[src/rtl/muldiv_unit.sv]
// Iterative HI/LO multiply/divide unit, one bit per cycle, with start/busy handshake and flush abort.
// Signed MULT/DIV are compiled in with MULDIV_SIGNED_EN; otherwise they execute as MULTU/DIVU.
module muldiv_unit #(
    parameter int WIDTH = 32
) (
    input  logic             clk,
    input  logic             rst_n,
    input  logic             start,
    input  logic [2:0]       op,
    input  logic [WIDTH-1:0] src_a,
    input  logic [WIDTH-1:0] src_b,
    input  logic             flush,
    input  logic             mf_req,
    output logic             busy,
    output logic             stall_req,
    output logic             done,
    output logic             div_by_zero,
    output logic [WIDTH-1:0] hi,
    output logic [WIDTH-1:0] lo
);
    localparam int CNT_W = $clog2(WIDTH) + 1;

    typedef enum logic [2:0] {S_IDLE, S_MUL, S_DIV, S_FIX, S_DONE} state_t;

    state_t               state_q, state_d;
    logic [CNT_W-1:0]     cnt_q, cnt_d;
    logic [2*WIDTH-1:0]   prod_q, prod_d;
    logic [WIDTH-1:0]     b_q, b_d;
    logic                 div_q, div_d;
    logic                 neg_q, neg_d;
    logic                 rneg_q, rneg_d;
    logic [WIDTH-1:0]     hi_q, hi_d, lo_q, lo_d;
    logic                 busy_q, busy_d, done_q, done_d, dbz_q, dbz_d;

    logic                 accept, signed_op, a_neg, b_neg;
    logic [WIDTH-1:0]     a_mag, b_mag;
    logic [WIDTH:0]       mul_sum, rem_sh, div_diff;
    logic [2*WIDTH-1:0]   prod_fix;

    function automatic logic [WIDTH-1:0] cond_neg_w(input logic [WIDTH-1:0] v, input logic en);
        return en ? -v : v;
    endfunction

    function automatic logic [2*WIDTH-1:0] cond_neg_2w(input logic [2*WIDTH-1:0] v, input logic en);
        return en ? -v : v;
    endfunction

`ifdef MULDIV_SIGNED_EN
    assign signed_op = op[1];
`else
    assign signed_op = 1'b0;
`endif

    assign a_neg    = signed_op & src_a[WIDTH-1];
    assign b_neg    = signed_op & src_b[WIDTH-1];
    assign a_mag    = cond_neg_w(src_a, a_neg);
    assign b_mag    = cond_neg_w(src_b, b_neg);
    assign accept   = start & ~busy_q & ~flush & ~(op[2] & op[1]);

    // Working register holds {acc, multiplier} for MUL and {remainder, quotient} for DIV.
    assign mul_sum  = {1'b0, prod_q[2*WIDTH-1:WIDTH]} + {1'b0, (prod_q[0] ? b_q : '0)};
    assign rem_sh   = {prod_q[2*WIDTH-1:WIDTH], prod_q[WIDTH-1]};
    assign div_diff = rem_sh - {1'b0, b_q};
    assign prod_fix = cond_neg_2w(prod_q, neg_q);

    always_comb begin
        state_d = state_q;
        cnt_d   = cnt_q;
        prod_d  = prod_q;
        b_d     = b_q;
        div_d   = div_q;
        neg_d   = neg_q;
        rneg_d  = rneg_q;
        hi_d    = hi_q;
        lo_d    = lo_q;
        dbz_d   = 1'b0;
        case (state_q)
            S_MUL: begin
                prod_d = {mul_sum, prod_q[WIDTH-1:1]};
                if (cnt_q == CNT_W'(WIDTH - 1)) state_d = S_FIX;
                else                            cnt_d   = cnt_q + CNT_W'(1);
            end
            S_DIV: begin
                if (!div_diff[WIDTH]) prod_d = {div_diff[WIDTH-1:0], prod_q[WIDTH-2:0], 1'b1};
                else                  prod_d = {rem_sh[WIDTH-1:0], prod_q[WIDTH-2:0], 1'b0};
                if (cnt_q == CNT_W'(WIDTH - 1)) state_d = S_FIX;
                else                            cnt_d   = cnt_q + CNT_W'(1);
            end
            S_FIX: begin
                state_d = S_DONE;
                if (div_q) begin
                    lo_d = cond_neg_w(prod_q[WIDTH-1:0], neg_q);
                    hi_d = cond_neg_w(prod_q[2*WIDTH-1:WIDTH], rneg_q);
                end else begin
                    {hi_d, lo_d} = prod_fix;
                end
            end
            default: begin
                state_d = S_IDLE;
                if (accept) begin
                    cnt_d = '0;
                    if (op[2]) begin
                        if (op[0]) lo_d = src_a;
                        else       hi_d = src_a;
                        state_d = S_DONE;
                    end else if (op[0] && src_b == '0) begin
                        lo_d    = '1;
                        hi_d    = src_a;
                        dbz_d   = 1'b1;
                        state_d = S_DONE;
                    end else begin
                        div_d   = op[0];
                        neg_d   = a_neg ^ b_neg;
                        rneg_d  = op[0] & a_neg;
                        prod_d  = {{WIDTH{1'b0}}, (op[0] ? a_mag : b_mag)};
                        b_d     = op[0] ? b_mag : a_mag;
                        state_d = op[0] ? S_DIV : S_MUL;
                    end
                end
            end
        endcase
        if (flush) begin
            state_d = S_IDLE;
            hi_d    = hi_q;
            lo_d    = lo_q;
            dbz_d   = 1'b0;
        end
        busy_d = (state_d == S_MUL) || (state_d == S_DIV) || (state_d == S_FIX);
        done_d = (state_d == S_DONE);
    end

    always_ff @(posedge clk) begin
        if (!rst_n) begin
            state_q <= S_IDLE;
            cnt_q   <= '0;
            prod_q  <= '0;
            b_q     <= '0;
            div_q   <= 1'b0;
            neg_q   <= 1'b0;
            rneg_q  <= 1'b0;
            hi_q    <= '0;
            lo_q    <= '0;
            busy_q  <= 1'b0;
            done_q  <= 1'b0;
            dbz_q   <= 1'b0;
        end else begin
            state_q <= state_d;
            cnt_q   <= cnt_d;
            prod_q  <= prod_d;
            b_q     <= b_d;
            div_q   <= div_d;
            neg_q   <= neg_d;
            rneg_q  <= rneg_d;
            hi_q    <= hi_d;
            lo_q    <= lo_d;
            busy_q  <= busy_d;
            done_q  <= done_d;
            dbz_q   <= dbz_d;
        end
    end

    assign busy        = busy_q;
    assign stall_req   = mf_req & busy_q;
    assign done        = done_q;
    assign div_by_zero = dbz_q;
    assign hi          = hi_q;
    assign lo          = lo_q;
endmodule

[config.mk]
export PLATFORM = sky130hd
export DESIGN_NAME = muldiv_unit
export DESIGN_NICKNAME = d
export VERILOG_FILES = /design/src/rtl/muldiv_unit.sv
export SDC_FILE = /design/constraint.sdc
export NUM_CORES = 1
export LEC_CHECK = 0
export BUFFER_PORTS_ARGS = -buffer_cell sky130_fd_sc_hd__buf_2
export CAP_MARGIN = 25
export CORE_MARGIN = 2
export CORE_UTILIZATION = 30
export CTS_CLUSTER_DIAMETER = 60
export DETAILED_ROUTE_END_ITERATION = 8
export PLACE_DENSITY = 0.44
export SYNTH_ARGS = -nofsm -noshare
export SYNTH_HDL_FRONTEND = slang
export SYNTH_SLANG_ARGS = --single-unit
[constraint.sdc]
create_clock -name clk -period 4.09 [get_ports clk]
set_clock_uncertainty 0.2 [all_clocks]
set_input_delay 0.818 -clock clk [delete_from_list [all_inputs] [get_ports clk]]
set_output_delay 0.818 -clock clk [all_outputs]
set_load 0.03 [all_outputs]
After elaboration in Yosys (flattened, before gate mapping):

Cells that the tools add are included.

* output and inout bits: 68
* flip-flop bits (word level): 172
* bits of input ports: 72

* reduce and logical (&&, ||, !) cells: 16
* bitwise operators: 15
* multiplexer cells: 29
* eq/ne operators: 13
* add/subtract/negate cells: 3

Operators by type and width (count)
* $mux W32: 11
* $mux W64: 4
* $pmux W64 S3: 1
* $pmux W32 S2: 2
* $add A32 B32 Y33: 1
* $sub A33 B32 Y33: 1
* $logic_not A32 Y1: 1
* $mux W3: 5
* $eq A3 B2 Y1 const B: 4
* $mux W6: 2
* $pmux W6 S2: 1
* $not A1 Y1: 10
* $reduce_and A5 Y1: 2
* $reduce_and A4 Y1: 2
* $reduce_or A7 Y1: 1
* $add A6 B1 Y6 const B: 1
* $eq A3 B1 Y1 const B: 2
* $eq A6 B5 Y1 const B: 1
* $ne A3 B1 Y1 const B: 2
* $ne A3 B2 Y1 const B: 2
* $pmux W3 S2: 1
* $reduce_bool A3 Y1: 2
* $and A1 B1 Y1: 5
* $reduce_bool A2 Y1: 2
* other kinds (9): 10

Logic depth before layout (Yosys ltp):

Gate-level depths: netlist of run 1.

* depth after elaboration: 10
* gate-level depth with buffers: 15

Least setup slack after synthesis of run 1:

No wires, ideal clock.

* path kind: reg-to-reg
* from: reg prod_q[31]
* to: reg prod_q[47]
* data arrival time: 3.211 ns
* clock period less this slack: 3.536 ns
* library setup time: 0.125 ns
* path slack: 0.554 ns
* buffers on the path: 2
* required time: 3.765 ns
* cell stages (with the launch flop): 16
* cell sequence: dfxtp_1 -> inv_1 -> ha_1 -> fa_1 -> nand2b_1 -> a21oi_1 -> o2111ai_2 -> o221ai_2 -> nand4_2 -> and2_4 -> o211a_1 -> buf_6 -> buf_12 -> mux2_4 -> a222oi_1 -> nor2_1

* longest elaborated chain between the ends: 3

RTL lines
* start, declared: RTL line 27 `logic [2*WIDTH-1:0] prod_q, prod_d;`
* start signal, assigned: RTL line 149 `prod_q <= prod_d;`
* $sub A33 B32 Y33: RTL line 63 `assign div_diff = rem_sh - {1'b0, b_q};`
* $mux W64: RTL line 84 `if (!div_diff[WIDTH]) prod_d = {div_diff[WIDTH-1:0], prod_q[WIDTH-2:0], 1'b1};`
* $pmux W64 S3: RTL line 77 `case (state_q)`

Every way passes these cells.
A chain may end at the register's enable or synchronous reset.

Worst setup path after layout of run 1:

* from: reg prod_q[31]
* to: reg prod_q[42]

The elaborated chain is that of the path after synthesis.

==> summary.md, run 1 <==
| Metric | Value |
|---|---|
| Status | `completed` |
| Worst VDD drop | `195.4 uV` |
| Die Area | `43670 um2` |
| Hold_sp | `hi[8]$_SDFFE_PN0P_` |
| Ys Warns | `0` |
| ANT nets after route | `0` |
| Non-filler instance count after layout | `about 2300` |
| Placed cell count | `2221` |
| WL met2 | `20050 um` |
| Req. time, crit path | `between 4 and 5 ns` |
| Die X | `209.0 um` |
| Slew HR | `approximately a third` |
| Post-synth cell types | `77` |
| Post-synth EDFFs | `0` |
| Area share of the largest cell type after synthesis | `roughly 27%` |
| CTS root buffer | `clkbuf_16` |
| Pwr Total | `~4500 uW` |
| Routed WL | `around 45000 um` |
| Final hold vios | `0` |
| DR top layer | `met5` |
| DPL Wire Length | `roughly 33000 um` |
| Max clock buf depth | `2` |
| Final setup TNS | `0 ns` |
| Final core occ | `34.86%` |
| Number of nets in the layout | `between 1500 and 2000` |
| Row cnt | `75` |
| Pwr/cell area | `310.6 nW/um2` |
| Final Slew Violations | `0` |
| Worst-path clk slew | `roughly 0.070 ns` |
| Vias | `about 12000` |
| Largest cells by area after synthesis | `dfxtp_1, ha_1, a211oi_1, nor2_1, mux2i_1` |
| Register area share after synthesis | `between 20% and 30%` |
| Layout cells sized above 1 | `16.21%` |
| Worst r2r src | `prod_q[31]$_SDFFE_PN0P_` |
| Worst Tran Pin Value | `0.9758 ns` |
| Synthesis-to-finish area growth | `15.25%` |
| CP startpoint | `prod_q[31]$_SDFFE_PN0P_` |
| Initial Utilization | `30.25%` |
| Core area | `41670 um2` |
| R2r worst-path depth | `15` |
| # Max-Cap Violations | `0` |
| Largest net degree at the start of global routing | `93` |
| Worst R2R Setup Slack | `0.21 ns` |
| Port bufs | `139` |
| Fraction of registers with async set or reset after synthesis | `0%` |
| H-tree depth | `4` |
| GP Congestion | `0.8593` |
| Initial antenna violation count | `3` |
| Top_reg_cell synth | `dfxtp_1` |
| Setup CP Type | `flop to flop` |
| GRT overflow | `0` |
| Clock Latency Late Sink | `0.45 ns` |
| Final period util | `94.77%` |
| Drt drc | `0` |
| RSZ-0062 raised after global routing | `false` |
| Post-DP Area | `13920 um2` |
| Clk sinks | `172` |
| Yosys top cell by area | `dfxtp_1` |
| Chip Height | `209.0 um` |
| Reg-to-reg endpoint | `prod_q[42]$_SDFFE_PN0P_` |
| #FFs+latches synth | `172` |
| Ports | `140` |
| Final Cell Area | `between 10000 and 15000 um2` |
| Post-Syn Area | `12600 um2` |
| Worst Hold Class | `flop to flop` |
| Total iterations of the first detailed-routing run | `6` |
| LEAKAGE | `0.006143 uW` |
| Cells after Synth | `1621` |
| Hold buffers post-CTS | `0` |
| Mapped Nets | `1760` |
| Minimum clock period | `3.876 ns` |
| Max Clk Rate | `258.0 MHz` |
| CP endpoint | `prod_q[42]$_SDFFE_PN0P_` |
| FILL cells | `4490` |
| Detailed-route wire length on metal 1 | `about 23000 um` |
| Vias in the first global route | `11800` |
| GRT Util Overall | `about a fifth` |
| Total CTS buffers | `17` |
| Average vias per placed instance | `5.450` |
| CTS tree | `done` |
| Met3 wire length | `~1800 um` |
| CP Launch Type | `flop` |
| Max Fanout on Critical Path | `27` |
| Critical Path AT | `3.99 ns` |
| Routed len/inst | `20.01 um` |
| First-pass GRT wire length | `70950 um` |
| Setup violators final | `0` |
| Syn Area/Cell | `7.776 um2` |
| CP Capture Type | `flop` |
| DR iter-0 viols | `approximately 910` |
-- worst min-delay path by stage --
stage	slack [ns]	cells after the start	end
floorplan	0.26	2	prod_q[31]$_SDFFE_PN0P_
global placement	0.28	2	lo[28]$_SDFFE_PN0P_
detailed placement	0.29	2	hi[8]$_SDFFE_PN0P_
CTS	0.30	2	hi[8]$_SDFFE_PN0P_
global route	0.32	2	hi[8]$_SDFFE_PN0P_
finish	0.29	2	hi[8]$_SDFFE_PN0P_
-- state kept, by name, summed over array words and instances (netlist names) --
name and count:
done 1, b_q 32, div_by_zero 1, cnt_q 6
lo 32, state_q 3, busy 1, prod_q 64
hi 32
-- repair_timing --
action | CTS | global route
setup endpoints to repair | 0 | 4
buffers inserted | 0 | 1
gates resized for setup | 0 | 2
-- layer usage --
metal	vias to the layer above	track usage, %
met5	-	0
met4	4	5.394
met3	41	2.780
met2	259	31.83
met1	5858	30.00
li1	6128	-
-- synth_stat cells (all sizes together), types with 9 or more instances --
cell,n
nand3b,34
xnor2,37
ha,65
o22ai,37
o21a,11
a211oi,103
dfxtp,172
o21bai,9
mux2,22
nand2b,13
o211ai,36
a21oi,59
a31oi,12
nor3,9
and2,43
nand3,52
o21ai,134
mux2i,70
buf,28
a311oi,36
a222oi,20
inv,76
nand2,111
a21o,37
nand4,9
clkbuf,97
xor2,18
nor4,10
nor2,191
-- worst max-delay path, stage by stage (launching register included) --
cell	delay, ns
dfxtp_1	0.33
inv_1	0.05
ha_1	0.20
fa_1	0.41
nand2b_1	0.19
a21oi_1	0.22
buf_4	0.17
o2111ai_2	0.19
o221ai_4	0.26
nand4_2	0.16
nand3_1	0.13
o211a_1	0.20
buf_12	0.22
mux2_2	0.36
a222oi_1	0.34
nor2_1	0.07
-- through the flow --
stage          hold slack, ns  worst slack [ns]
2_1_floorplan          0.2593            0.5541
3_3_place_gp           0.2840            0.2172
3_5_place_dp           0.2873            0.2160
4_1_cts                0.2972            0.1931
5_1_grt                0.3189           0.01036
6_report               0.2924            0.2139
-- area by class of cell --
cell class / count / area, um2 / area share (%)
Multi-Input combinational cell: 1246 / 8369 / 57.61
Sequential cell: 172 / 3448 / 23.74
Timing Repair Buffer: 189 / 1161 / 7.993
Tap cell: 539 / 674.4 / 4.643
Clock buffer: 20 / 446.7 / 3.075
Inverter: 76 / 287.8 / 1.981
Clock inverter: 12 / 136.4 / 0.9388
Antenna cell: 1 / 2.502 / 0.01723
-- placed cells by master (no fill, tap or decap), types with 34 or more instances in the layout --
cell	synthesis	layout
inv_1	75	75
and2_1	39	38
dfxtp_1	172	170
a21oi_1	59	59
buf_2	5	138
xnor2_1	37	37
nor2_1	191	190
a211oi_1	102	102
buf_4	3	44
nand2_1	111	110
nand3b_1	34	34
a311oi_1	36	36
nand3_1	52	52
o211ai_1	36	36
o22ai_1	37	36
mux2i_1	70	70
ha_1	65	65
o21ai_0	133	133
-- cells by family (layout without fill, tap and decap cells) --
logic type                 after synthesis  after routing  share of synthesized area [%]
AOI/OAI and AO/OA                      536            536                          29.08
xor gates and xnor gates                55             55                          3.822
adders and majority gates               67             67                          6.770
buffers and inverters                  203            297                          6.780
DFF                                    172            172                          27.32
muxes                                   92             92                          7.643
other                                    0              1                              0
and+or+nand+nor                        496            496                          18.58
-- power by group --
group | internal (uW) | switching, uW
Clock | 922 | 754
Combinational | 414 | 617
Sequential | 1740 | 67.0
Power figures use the tool's default switching activity.
==> run 2, diff against run 1 <==
Settings changed: PLACE_DENSITY 0.44 to 0.48.
==> run 2 against run 1 <==
Via count rose by 1.1%. Clock power about the same. Critical path depth is the same. Final cell count shrank 0.31%. Sequential share of layout area rose by 0.11 points. Routed wire length down 1.5%. Core utilization shrank 0.16 points. Hold slack better by 0.0087 ns. Die area did not move. Critical path type unchanged. Critical endpoint is now prod_q[50]$_SDFFE_PN0P_. Largest cell class unchanged. Largest power group unchanged. Highest routed layer unchanged.
==> summary.md, run 2 (synthesis gave the netlist of run 1 again) <==
| Metric | Value |
|---|---|
| Status | `completed` |
| First-pass GRT wire length | `69520 um` |
| H-tree depth | `4` |
| Slew HR | `41.95%` |
| DR iter-0 viols | `roughly 920` |
| Clk sinks | `172` |
| Final core occ | `34.71%` |
| Total CTS buffers | `17` |
| Post-route setup slack | `0.2599 ns` |
| Drt drc | `0` |
| Sequential Power Share | `40.0%` |
| Die Area | `43670 um2` |
| Initial Utilization | `30.25%` |
| Max clock buf depth | `2` |
| Largest register FFs | `between 60 and 70` |
| Commonest non-fill, non-tap cell in the layout | `nor2_1` |
| Min Hold Slack | `0.3011 ns` |
| Hold buffers post-CTS | `0` |
| Post-CTS Setup Inserts | `0` |
| Clock share of power | `37.5%` |
| Logic pwr share | `a little under a quarter` |
| Total iterations of the first detailed-routing run | `5` |
| Chip Height | `209.0 um` |
| GRT overflow | `0` |
| Final Slew Violations | `0` |
| Vias | `between 10000 and 15000` |
| Worst-path clk slew | `0.07 ns` |
| Largest Register | `prod_q` |
| Routed len/inst | `19.77 um` |
| Port bufs | `approximately 140` |
| FILL cells | `4512` |
| RSZ-0062 raised after global routing | `false` |
| Core area | `roughly 42000 um2` |
| Die X | `209.0 um` |
| Number of nets in the layout | `1834` |
| Pre-CTS setup slack | `0.2131 ns` |
| Layout cells sized above 1 | `16.04%` |
| Max Clk Rate | `261.1 MHz` |
| Worst VDD drop | `between 200 and 300 uV` |
| Ports | `140` |
| CTS root buffer | `clkbuf_16` |
| Critical Path AT | `between 3 and 4 ns` |
| Req. time, crit path | `4.21 ns` |
| Routed WL | `44440 um` |
| DPL Wire Length | `32570 um` |
| Synthesis-to-finish area growth | `14.72%` |
| Row cnt | `75` |
| Sw frac | `32.29%` |
| Reg area | `3448 um2` |
| CP Launch Type | `flop` |
| GP Congestion | `0.8523` |
| Max Fanout on Critical Path | `27` |
| Most frequent cells in the layout | `nor2_1, dfxtp_1, buf_2` |
| Largest net degree at the start of global routing | `66` |
| Vias in the first global route | `approximately 12000` |
| Average vias per placed instance | `5.528` |
| ANT nets after route | `0` |
| Minimum clock period | `3.830 ns` |
| Final hold vios | `0` |
| Worst Hold Class | `flop to flop` |
| Footprint of the multi-input gates | `8362 um2` |
| CTS tree | `done` |
| Final setup TNS | `0 ns` |
| Clock Latency Late Sink | `0.46 ns` |
| Worst Tran Pin Value | `0.8598 ns` |
| P_sw | `around 1500 uW` |
| Final period util | `93.64%` |
| Initial antenna violation count | `2` |
| Int Power | `~3000 uW` |
| GRT Util Overall | `20.11%` |
| CP Capture Type | `flop` |
| Pwr Total | `between 4000 and 5000 uW` |
| LEAKAGE | `0.006101 uW` |
| # Max-Cap Violations | `0` |
| Setup CP Type | `flop to flop` |
| Pwr/cell area | `~310 nW/um2` |
| Setup violators final | `0` |
## run 2: cell types whose count changed in the layout (fill, tap and decap cells not counted)
cell        delta
a21oi_2        +1
clkbuf_8       -1
buf_12         -1
inv_8          +1
o221ai_4       -1
a21oi_1        -1
inv_6          +1
buf_4          -6
o221ai_2       +1
clkbuf_1       -2
clkinvlp_4     +1
## run 2: final timing paths
check	startpoint	endpoint	slack (ns)	cells past startpoint
max reg2reg	prod_q[31]$_SDFFE_PN0P_	prod_q[50]$_SDFFE_PN0P_	0.26	15
min	hi[30]$_SDFFE_PN0P_	hi[30]$_SDFFE_PN0P_	0.30	2
max	prod_q[31]$_SDFFE_PN0P_	prod_q[50]$_SDFFE_PN0P_	0.26	15
min reg2reg	hi[30]$_SDFFE_PN0P_	hi[30]$_SDFFE_PN0P_	0.30	2
## run 2: through the flow
step	cells	cell area [um2]
2_1_floorplan	1621	12600
3_3_place_gp	2215	13860
3_5_place_dp	2215	13860
4_1_cts	2247	14450
5_1_grt	2247	14460
6_report	2248	14460
## run 2: timing repair
item	4_1_cts	5_1_grt
setup endpoints to repair	0	15
gates resized for setup	0	2
endpoints found under the hold margin	0	0
## run 2: routing by layer
metal / track usage (%) / part of all wire (%) / vias to the layer above
li1: - / - / 6114
met1: 28.34 / 48 / 5960
met2: 31.95 / 46 / 311
met3: 2.885 / 4.6 / 41
met4: 5.542 / 1.8 / 2
met5: 0 / 0.029 / -
## run 2: area by class of cell
type | instances | share of cell area [%]
Timing Repair Buffer | 182 | 7.580
Tap cell | 539 | 4.664
Multi-Input combinational cell | 1246 | 57.83
Inverter | 76 | 1.990
Clock inverter | 15 | 1.134
Antenna cell | 1 | 0.01731
Sequential cell | 172 | 23.85
Clock buffer | 17 | 2.942
## run 2: critical path: stages (launching register included)
cell and delay (ns):
dfxtp_1 0.34, inv_1 0.06, ha_1 0.20, fa_1 0.41
nand2b_1 0.20, a21oi_2 0.16, buf_4 0.14, o2111ai_2 0.23
o221ai_2 0.27, nand4_2 0.16, and2_4 0.18, o211a_1 0.25
buf_12 0.18, mux2_4 0.31, a222oi_1 0.31, nor2_1 0.07
## run 2: power by group through the flow
stage          clock network (uW)  logic [uW]  registers (uW)
6_report                     1690        1020            1800
5_1_grt                      1790        1110            1810
4_1_cts                      1730        1010            1800
3_5_place_dp                    0        1000            1840
3_3_place_gp                    0        1000            1840
2_1_floorplan                   0         676            1850
==> run 3, diff against run 2 <==
Settings changed: CAP_MARGIN 25 to 30, CORE_ASPECT_RATIO set to 2, RECOVER_POWER set to 25.
==> run 3 against run 2 <==
Flip-flop and latch count is the same. Power grew 2.9%. Sequential power is essentially flat. Final cell count is essentially flat. Maximum frequency shrank 1.3%. Non-clock buffer count grew 2. Register-to-register slack lost 0.05 ns. Die area grew 0.23%. Final area is the same. Core utilization is essentially flat. First-iteration DRC count shrank 21%. Hold slack lost 0.00070 ns.
==> summary.md, run 3 (synthesis gave the netlist of run 1 again) <==
| Metric | Value |
|---|---|
| Status | `completed` |
| Initial antenna violation count | `2` |
| Clock share of power | `about 39%` |
| Initial Utilization | `30.27%` |
| Average vias per placed instance | `5.526` |
| Min Hold Slack | `roughly 0.3 ns` |
| P_sw | `1478 uW` |
| Setup violators final | `0` |
| Total CTS buffers | `17` |
| Routed len/inst | `20.92 um` |
| # Max-Cap Violations | `0` |
| CP Capture Type | `flop` |
| Clock Latency Late Sink | `about 0.46 ns` |
| Vias in the first global route | `12450` |
| Die Area | `43770 um2` |
| Final core occ | `34.72%` |
| Commonest non-fill, non-tap cell in the layout | `nor2_1` |
| DPL Wire Length | `~35000 um` |
| Max incr delay on CP | `0.77 ns` |
| Synthesis-to-finish area growth | `14.72%` |
| Port bufs | `139` |
| Final period util | `94.89%` |
| Worst Hold Class | `flop to flop` |
| Minimum clock period | `3.881 ns` |
| CTS root buffer | `clkbuf_16` |
| Worst VDD drop | `256.0 uV` |
| RSZ-0062 raised after global routing | `false` |
| Final Slew Violations | `0` |
| Worst Tran Pin Value | `1.003 ns` |
| Sw frac | `31.84%` |
| LEAKAGE | `0.005881 uW` |
| Req. time, crit path | `4.20 ns` |
| Ports | `140` |
| Pwr/cell area | `321.1 nW/um2` |
| H-tree depth | `4` |
| Logic pwr share | `approximately 23%` |
| DR iter-0 viols | `733` |
| Sequential Power Share | `38.8%` |
| First-pass GRT wire length | `72880 um` |
| Die X | `148.9 um` |
| Core area | `41640 um2` |
| Setup CP Type | `flop to flop` |
| Max Clk Rate | `approximately 260 MHz` |
| Clk sinks | `172` |
| CTS tree | `done` |
| Total iterations of the first detailed-routing run | `8` |
| Largest register FFs | `64` |
| GRT overflow | `0` |
| Max Fanout on Critical Path | `6` |
| Largest net degree at the start of global routing | `a little under 100` |
| Worst-path clk slew | `~0.07 ns` |
| Row cnt | `between 100 and 150` |
| Final hold vios | `0` |
| Most frequent cells in the layout | `nor2_1, dfxtp_1, o21ai_0` |
| Critical path's slowest cell | `o41ai_1` |
| Layout cells sized above 1 | `12.57%` |
| FILL cells | `approximately 4500` |
| Inserted Diodes | `0` |
| Vias | `roughly 12000` |
| Critical Path AT | `~4 ns` |
| Critical path's most frequent cell | `a21oi_1` |
| GP Congestion | `0.8708` |
| Worst-path cell chain | `ha_1, o211ai_1, a21oi_1, o41ai_1, o21a_1, o311ai_0, buf_4, a311oi_1, xnor2_1, mux2_2, a22oi_1, a21oi_1` |
| Number of nets in the layout | `1836` |
| Int Power | `3164 uW` |
| Chip Height | `293.9 um` |
| CP Launch Type | `flop` |
| Pwr Total | `4643 uW` |
| Largest Register | `prod_q` |
| ANT nets after route | `0` |
| GRT Util Overall | `21.50%` |
| Slew HR | `33.13%` |
| Drt drc | `0` |
| Final setup TNS | `0 ns` |
| Max clock buf depth | `2` |
| Routed WL | `around 47000 um` |
[run 3: worst paths after layout]
kind                                               from                      end  slack [ns]  cells after the start
worst max-delay path            prod_q[33]$_SDFFE_PN0P_  prod_q[61]$_SDFFE_PN0P_        0.21                     12
worst min-delay path                hi[29]$_SDFFE_PN0P_      hi[29]$_SDFFE_PN0P_        0.30                      2
worst max register to register  prod_q[33]$_SDFFE_PN0P_  prod_q[61]$_SDFFE_PN0P_        0.21                     12
worst min register to register      hi[29]$_SDFFE_PN0P_      hi[29]$_SDFFE_PN0P_        0.30                      2
[run 3: what timing repair did]
item	in CTS	in global routing
hold buffers	0	0
resized for setup	0	4
setup buffers	0	1
endpoints found under the hold margin	0	0
endpoints found under the setup margin	0	15
[run 3: critical path: cells and delay by family, from the launching register on]
| kind | cells | cell delay (ns) |
|---|---|---|
| DFF | 1 | 0.47 |
| xor gates and xnor gates | 1 | 0.11 |
| buffers and inverters | 1 | 0.23 |
| adders and majority gates | 1 | 0.33 |
| muxes | 1 | 0.26 |
| AOI/OAI and AO/OA | 8 | 2.13 |
[run 3: final cells by class]
type                            instances  area [um2]  share of cell area (%)
Clock inverter                         11       155.1                   1.073
Multi-Input combinational cell       1246        8374                   57.91
Clock buffer                           21       470.5                   3.253
Sequential cell                       172        3448                   23.85
Timing Repair Buffer                  184        1049                   7.251
Tap cell                              540       675.6                   4.672
Inverter                               76       287.8                   1.990
[run 3: layer usage]
layer  wire length, um  global-route usage [%]
met1             18770                   24.20
met2             24440                   39.13
met3              1282                   2.124
met4              2561                   11.78
met5                 7                       0
[run 3: through the flow]
step	std cells	area, um2	worst slack (ns)
floorplan	1621	12600	0.5541
global placement	2217	13880	0.1781
detailed placement	2217	13880	0.1439
CTS	2249	14500	0.09765
global route	2250	14460	0.01050
finish	2250	14460	0.2091
[run 3: power groups by stage]
stage | combinational (uW) | clock (uW) | sequential, uW
after floorplan | 676 | 0 | 1850
after global placement | 1040 | 0 | 1840
after detailed placement | 1040 | 0 | 1840
after CTS | 1050 | 1840 | 1800
after global routing | 1140 | 1890 | 1810
final | 1050 | 1790 | 1800
